<file path="config.mk">
export PLATFORM = sky130hd
export DESIGN_NAME = elevator_ctrl
export DESIGN_NICKNAME = d
export VERILOG_FILES = /design/src/rtl/elevator_ctrl.sv
export SDC_FILE = /design/constraint.sdc
export NUM_CORES = 1
export LEC_CHECK = 0
export ABC_AREA = 1
export CORE_MARGIN = 8
export CORE_UTILIZATION = 49
export DETAILED_ROUTE_END_ITERATION = 8
export GPL_TIMING_DRIVEN = 1
export HOLD_SLACK_MARGIN = 0.06
export PLACE_DENSITY = 0.75
export SLEW_MARGIN = 5
export SYNTH_ARGS = -nofsm -noshare
export SYNTH_HDL_FRONTEND = slang
export SYNTH_SLANG_ARGS = --single-unit
</file>
<file path="constraint.sdc">
create_clock -name clk -period 2.2 [get_ports clk]
set_clock_uncertainty 0.15 [all_clocks]
set_input_delay 0.22 -clock clk [delete_from_list [all_inputs] [get_ports clk]]
set_output_delay 0.22 -clock clk [all_outputs]
set_load 0.005 [all_outputs]
</file>
<file path="src/rtl/elevator_ctrl.sv">
// SCAN-policy car controller: latches floor calls, steps the car one floor per MOVE_TIME cycles,
// and hands off to the door timer. Optional `ELEV_STOP_EN adds a `stop` input that freezes motion.
module elevator_ctrl #(
    parameter int unsigned FLOORS    = 4,
    parameter int unsigned FLOOR_W   = 2,
    parameter int unsigned MOVE_TIME = 4,
    parameter int unsigned MOVE_W    = 3
) (
    input  logic               clk,
    input  logic               rst_n,
    input  logic [FLOORS-1:0]  req,
    input  logic               door_close,
`ifdef ELEV_STOP_EN
    input  logic               stop,
`endif
    output logic               door_open,
    output logic [FLOOR_W-1:0] floor,
    output logic               up,
    output logic               down,
    output logic [FLOORS-1:0]  pending,
    output logic               busy
);

    typedef enum logic [1:0] {StIdle, StMove, StDoor} state_e;

    state_e              state;
    logic                dir;  // 1 = up
    logic [MOVE_W-1:0]   cnt;
    logic                close_q;
    logic                halt;

    logic                step;
    logic [FLOOR_W-1:0]  nxt_floor;
    logic [FLOOR_W-1:0]  eval_floor;
    logic                any_above;
    logic                any_below;
    logic                here;
    logic                ahead;
    logic                behind;
    logic                rise;
    logic                go_door;
    logic [FLOORS-1:0]   set_mask;
    logic [FLOORS-1:0]   clr_mask;

`ifdef ELEV_STOP_EN
    assign halt = stop;
`else
    assign halt = 1'b0;
`endif

    // Decisions on an arrival edge are made against the floor the car is stepping onto.
    always_comb begin
        step       = (state == StMove) && !halt && (cnt == MOVE_W'(MOVE_TIME - 1));
        nxt_floor  = dir ? floor + FLOOR_W'(1) : floor - FLOOR_W'(1);
        eval_floor = step ? nxt_floor : floor;
        any_above  = 1'b0;
        any_below  = 1'b0;
        for (int i = 0; i < FLOORS; i++) begin
            if (pending[i] && (i > int'(eval_floor))) any_above = 1'b1;
            if (pending[i] && (i < int'(eval_floor))) any_below = 1'b1;
        end
        here     = pending[eval_floor];
        ahead    = dir ? any_above : any_below;
        behind   = dir ? any_below : any_above;
        rise     = door_close && !close_q;
        go_door  = ((state == StIdle) && !halt && here) || (step && here);
        clr_mask = '0;
        if (go_door) clr_mask[eval_floor] = 1'b1;
        set_mask = req;
        if (state == StDoor) set_mask[floor] = 1'b0;
    end

    always_ff @(posedge clk or negedge rst_n) begin
        if (!rst_n) begin
            state     <= StIdle;
            floor     <= '0;
            pending   <= '0;
            door_open <= 1'b0;
            up        <= 1'b0;
            down      <= 1'b0;
            busy      <= 1'b0;
            cnt       <= '0;
            dir       <= 1'b1;
            close_q   <= 1'b0;
        end else begin
            close_q   <= door_close;
            pending   <= (pending | set_mask) & ~clr_mask;
            door_open <= go_door;
            unique case (state)
                StIdle: begin
                    if (!halt) begin
                        if (here) begin
                            state <= StDoor;
                            busy  <= 1'b1;
                        end else if (any_above) begin
                            state <= StMove;
                            dir   <= 1'b1;
                            up    <= 1'b1;
                            busy  <= 1'b1;
                            cnt   <= '0;
                        end else if (any_below) begin
                            state <= StMove;
                            dir   <= 1'b0;
                            down  <= 1'b1;
                            busy  <= 1'b1;
                            cnt   <= '0;
                        end
                    end
                end
                StMove: begin
                    if (halt) begin
                        up   <= 1'b0;
                        down <= 1'b0;
                    end else if (step) begin
                        floor <= nxt_floor;
                        cnt   <= '0;
                        if (here) begin
                            state <= StDoor;
                            up    <= 1'b0;
                            down  <= 1'b0;
                        end else if (ahead) begin
                            up   <= dir;
                            down <= !dir;
                        end else if (behind) begin
                            dir  <= !dir;
                            up   <= !dir;
                            down <= dir;
                        end else begin
                            state <= StIdle;
                            up    <= 1'b0;
                            down  <= 1'b0;
                            busy  <= 1'b0;
                        end
                    end else begin
                        cnt  <= cnt + MOVE_W'(1);
                        up   <= dir;
                        down <= !dir;
                    end
                end
                StDoor: begin
                    if (rise) begin
                        if (ahead) begin
                            state <= StMove;
                            cnt   <= '0;
                            up    <= dir && !halt;
                            down  <= !dir && !halt;
                        end else if (behind) begin
                            state <= StMove;
                            cnt   <= '0;
                            dir   <= !dir;
                            up    <= !dir && !halt;
                            down  <= dir && !halt;
                        end else begin
                            state <= StIdle;
                            busy  <= 1'b0;
                        end
                    end
                end
                default: state <= StIdle;
            endcase
        end
    end

endmodule

</file>
# Word level (Yosys, flattened, before mapping)

Cells that the tools add are included.

Register bits after elaboration: 17
Input bits: 7
Output and inout bits: 10
Word-level logic and storage cells: 141

Add/sub/neg operators: 3
Order comparisons: 10
Eq/ne operators: 15
Muxes and demuxes: 75
Bitwise logic cells: 5
Reductions and logical operators: 23

Operators with widths:

| operator                                                                     | count |
|---|---|
| 1-bit two-way mux                                                            | 47 |
| 3-bit two-way mux                                                            | 7 |
| 2-bit two-way mux                                                            | 10 |
| 5-bit AND reduction                                                          | 4 |
| 2-bit != test, second input constant                                         | 7 |
| 1-bit logical AND                                                            | 12 |
| 3-bit != test, second input constant                                         | 4 |
| 1-bit case mux with 3 select lines                                           | 4 |
| 6-bit AND reduction                                                          | 2 |
| 3-bit case mux with 3 select lines                                           | 1 |
| 4-bit AND                                                                    | 2 |
| 4-bit two-way mux                                                            | 2 |
| 4-bit NOT                                                                    | 2 |
| 2-bit by 3-bit less-than comparator with 1-bit output, second input constant | 2 |
| 2-bit case mux with 3 select lines                                           | 1 |
| 1-bit demux with 2-bit select                                                | 2 |
| 2-bit by 1-bit >= comparator with 1-bit output, second input constant        | 2 |
| 2-bit > comparator, first input constant                                     | 2 |
| 1-bit by 2-bit less-than comparator with 1-bit output, first input constant  | 2 |
| 4-bit != test, second input constant                                         | 1 |
| 4-bit bitwise OR                                                             | 1 |
| 3-bit by 1-bit adder with 3-bit output, second input constant                | 1 |
| 3-bit by 2-bit equality test with 1-bit output, second input constant        | 1 |
| 3-bit nonzero test                                                           | 1 |
| other kinds (10)                                                             | 11 |

# Depth between registers and ports, before layout

Depth in word-level cells: 14
Mapped depth: 17

# Worst setup path before layout

No wires, ideal clock.

Path type: flip-flop to flip-flop
Start: register state[1]
End: register dir
Data arrival time: 1.858 ns
Data required time: 1.974 ns
Setup slack: 0.117 ns
Cell stages (with the launch flop): 16
Path buffers: 0
Path through: dfrtp_1 -> inv_1 -> ha_1 -> nand3_1 -> nand2_1 -> nand2_2 -> nand2_1 -> nand2_1 -> o21ai_4 -> nand2_1 -> nand2_1 -> nor2_2 -> nor2_1 -> nand2_1 -> nand2_1 -> nand2_1

Word-level cells in the longest chain between the ends: 14
Elaborated cells on any way between the ends: 42

RTL lines:

| what                                                                                                                          | line   | source |
|---|---|---|
| start: declaration                                                                                                            | 26     | `state_e state;` |
| start signal: assignment                                                                                                      | 75     | `state <= StIdle;` |
| start signal: assignment                                                                                                      | 93     | `state <= StDoor;` |
| start signal: assignment                                                                                                      | 96     | `state <= StMove;` |
| 2-bit by 1-bit equality test with 1-bit output                                                                                | 53, 89 |  |
| 1-bit logical AND                                                                                                             | 53     | `step = (state == StMove) && !halt && (cnt == MOVE_W'(MOVE_TIME - 1));` |
| 2-bit two-way mux                                                                                                             | --     |  |
| 1-bit by 2-bit > comparator with 1-bit output / 1-bit by 2-bit less-than comparator with 1-bit output (equally long branches) | 59, 60 |  |
| 1-bit logical AND, on equally long branches                                                                                   | 59, 60 |  |
| 1-bit two-way mux, on equally long branches (3 in series)                                                                     | 59, 60 |  |
| 1-bit two-way mux                                                                                                             | 64     | `behind = dir ? any_below : any_above;` |
| 1-bit two-way mux (4 in series)                                                                                               | --     |  |
| 1-bit case mux with 3 select lines                                                                                            | 89     | `unique case (state)` |
| end signal: assignment                                                                                                        | 125    | `dir <= !dir;` |
| end signal: assignment                                                                                                        | 150    | `dir <= !dir;` |
| end: declaration                                                                                                              | 27     | `logic dir;` |

Parallel ways exist; a longest one is shown, timed or not. The select of a mux whose other input is x is not followed.
A chain may end at the register's enable or synchronous reset.

# Final worst setup path

Start: register state[1]
End: register state[1]

Word-level cells in the longest chain between the ends: 11
Elaborated cells on any way between the ends: 38

RTL lines:

| what                                                                                                                          | line |
|---|---|
| 2-bit by 1-bit equality test with 1-bit output                                                                                | 53, 89 |
| 1-bit logical AND                                                                                                             | 53 |
| 2-bit two-way mux                                                                                                             | -- |
| 1-bit by 2-bit > comparator with 1-bit output / 1-bit by 2-bit less-than comparator with 1-bit output (equally long branches) | 59, 60 |
| 1-bit logical AND, on equally long branches                                                                                   | 59, 60 |
| 1-bit two-way mux, on equally long branches (3 in series)                                                                     | 59, 60 |
| 1-bit two-way mux, or another cell as far along                                                                               | 64 |
| 3-bit != test (no source line) / 2-bit two-way mux (equally long branches)                                                    | -- |
| 5-bit AND reduction (no source line) / 2-bit case mux with 3 select lines (equally long branches)                             | -- |

Parallel ways exist; a longest one is shown, timed or not. The select of a mux whose other input is x is not followed.

==> flow_summary.yaml <==
grt:
  grt_max_degree: 18
  grt_first_pass_wirelength_um: 6640
  grtUsageTotal_pct: 18.8
  grt_pass1_vias: 1449
  grt_antenna_before_repair: 0
  overflow: 0
sta:
  max_slew_margin_pct: 75.4
  rsz0062_at_grt: "true"
  setup_viol: 11
  drv_slew: 0
  max_freq_mhz: 438
  setup_tns_ns: -0.501
  fin_crit_sh_pct: 104
  hold_ws_ns: 0.0632
  setup_ws_ns: -0.0840
  tightest_slew_ns: 0.368
  hold_violations: 0
  period_minus_slack_ns: 2.28
power:
  power_frac_clock_pct: 6.7
  power_leakage_nw: 0.932
  finalPower_mw: 2.87
  p_per_area_nw_per_um2: 1480
  seqPwrFrac_pct: 19.9
  netSwitchingPower_mw: 1.50
  p_comb_share_pct: 73.4
  vdd_drop_max_v: 0.00118
  switching_share_pct: 52.3
  power.internal_mw: 1.37
detailed_routing:
  firstDrtPassIters: 4
  vias: 1546
  drt-total-wl_um: 4610
  drc: 0
  ant_nets: 0
  via_per_inst: 5.77
  detail_route.iter0.violations: 132
  routedWlPerCell_um: 17.2
logic_synthesis:
  syn_inst: 196
  ys_types: 29
  synth_area_um2: 1320
  synth.most_common_cell: "nand2_1"
  synth_top_cell_by_area: "dfrtp_1"
  ys_ff_latch: 17
  synth_common_cells: "nand2_1 (68), inv_1 (23), nand3_1 (22)"
  synth_edf_count: 0
  ys_seq_area_share_pct: 32.4
  avgSynthCellArea_um2: 6.72
  yosys_warnings: 0
  ys_async_sr_fraction_pct: 100
  synth_nets: 209
  synth_flop_cell: "dfrtp_1"
  yosys-top-cells-area: "dfrtp_1 (30%), nand2_1 (19%), nand3_1 (8.4%)"
  yosysTopAreaCellShare_pct: 30.4
die:
  initial_utilization_pct: 52.2
  placementRows: 18
  die_h_um: 67.8
  dieArea_um2: 4600
  fp.dieW_um: 67.8
  core_area_um2: 2520
  ios: 17
clock_network:
  htreeDepth: 1
  cts_sinks: 17
  clockBufferDepth: 2
  cts_tree: "built"
  root_buffer: "clkbuf_4"
  clk_latency_ns: 0.32
  clk_pin_slew_ns: 0.12
  cts_made_buffers: 3
  cts.hold.buffers_added: 0
min_path:
  hold_class: "in2async"
setup_path:
  startpoint: "state[1]"
  r2r_cells: 12
  rr_startpoint: "state[1]"
  cp_data_arrival_time_ns: 2.35
  critical_path_required_ns: 2.27
  start_kind: "register"
  r2r_slack_ns: -0.08
  cp_max_fo: 4
  worstSetupEndpointType: "register"
  r2r_end: "state[1]"
  crit_type: "reg2reg"
placed_design:
  dp_slack_ns: -0.0717
  hpwl_um: 2840
  port_buffers: 16
  place.gp.congestion: 0.987
layout:
  diodes: 0
  num-nets-final: 252
  layout-drive-gt1-share_pct: 34.0
  nFillCells: 165
  seq_area_um2: 429
  multi_input_area_um2: 1000
  area_delta_synth_final_pct: 47.3
run_status:
  outcome: "finished, violations left"
  violations: "negative setup slack"
run:
  drv_cap: 0
metrics by stage:
step,util [%],area [µm²],std cells
global placement,63.7,1610,254
global route,76.9,1940,268
CTS,69.8,1760,264
finish,76.9,1940,268
detailed placement,63.7,1610,254
floorplan,-,1320,196
worst max-delay path by stage:
stage	endpoint	slack, ns	cells after the start
floorplan	dir	0.12	15
global placement	cnt[1]	-0.04	12
detailed placement	cnt[1]	-0.07	13
CTS	dir	0.0003	14
global route	cnt[1]	-0.18	13
finish	state[1]	-0.08	12
cells in the final DEF, fill, tap and decap left out, types with 2 or more instances in the layout:
| cell | instances |
|---|---|
| dfrtp_1 | 14 |
| nand3_4 | 4 |
| nand3b_1 | 3 |
| nand3_1 | 18 |
| a21oi_1 | 8 |
| nand2_1 | 48 |
| nand2_2 | 16 |
| nor2_4 | 4 |
| o21ai_0 | 5 |
| o21ai_1 | 3 |
| inv_2 | 4 |
| nand4_1 | 3 |
| a31oi_1 | 3 |
| dfrtp_2 | 2 |
| nand3_2 | 3 |
| ha_4 | 3 |
| clkdlybuf4s50_1 | 16 |
| inv_1 | 20 |
| nand2_4 | 8 |
| buf_4 | 23 |
| ha_1 | 3 |
| nor2_1 | 9 |
| clkbuf_4 | 3 |
kinds of logic (layout without fill, tap and decap cells):
logic type                 after synthesis  count (layout)  share of synthesized area [%]
DFF                                     17              17                           32.4
and+or+nand+nor                        118             118                           40.3
AOI/OAI and AO/OA                       27              27                           12.7
buffers and inverters                   27              69                           8.17
xor gates and xnor gates                 1               1                          0.666
adders and majority gates                6               6                           5.70
final cells by class:
cell class / count / area share, %
sequential: 17 / 22.1
multi-input combinational: 152 / 51.8
tap: 30 / 1.94
clock inverter: 1 / 0.258
timing repair buffer: 40 / 17.7
inverter: 25 / 4.97
clock buffer: 3 / 1.16
repair_timing:
item | in CTS | in global routing
setup buffers | 6 | 4
setup endpoints to repair | 12 | 14
pin swaps | 7 | 20
resized for setup | 21 | 41
flip-flops by register name, summed over array words and instances, names as in the netlist:
name and cells:
state 2, pending 4, up 1, door_open 1, dir 1, cnt 3
floor 2, down 1, busy 1, close_q 1
routing by layer:
layer | GRT usage [%] | wire length (µm)
met5 | 0 | 0
met4 | 8.18 | 252
met3 | 3.76 | 377
met2 | 31.6 | 2180
met1 | 22.8 | 1800
critical path: stages (launching register included):
cell	delay, ns
dfrtp_1	0.42
inv_2	0.13
ha_4	0.16
nand3_4	0.12
inv_4	0.11
nand3_4	0.11
nand3_1	0.20
nand2_1	0.07
nand2_1	0.13
nand3_1	0.13
o21a_1	0.24
o21ai_0	0.12
nand2_1	0.08
power groups by stage:
stage	registers, mW	logic [mW]	clock network [mW]
3_5_place_dp	0.564	1.55	0
6_report	0.570	2.10	0.191
3_3_place_gp	0.557	1.51	0
2_1_floorplan	0.516	1.05	0
4_1_cts	0.554	1.72	0.189
5_1_grt	0.578	2.30	0.204
Note: power is estimated with default switching activity, not from simulation.
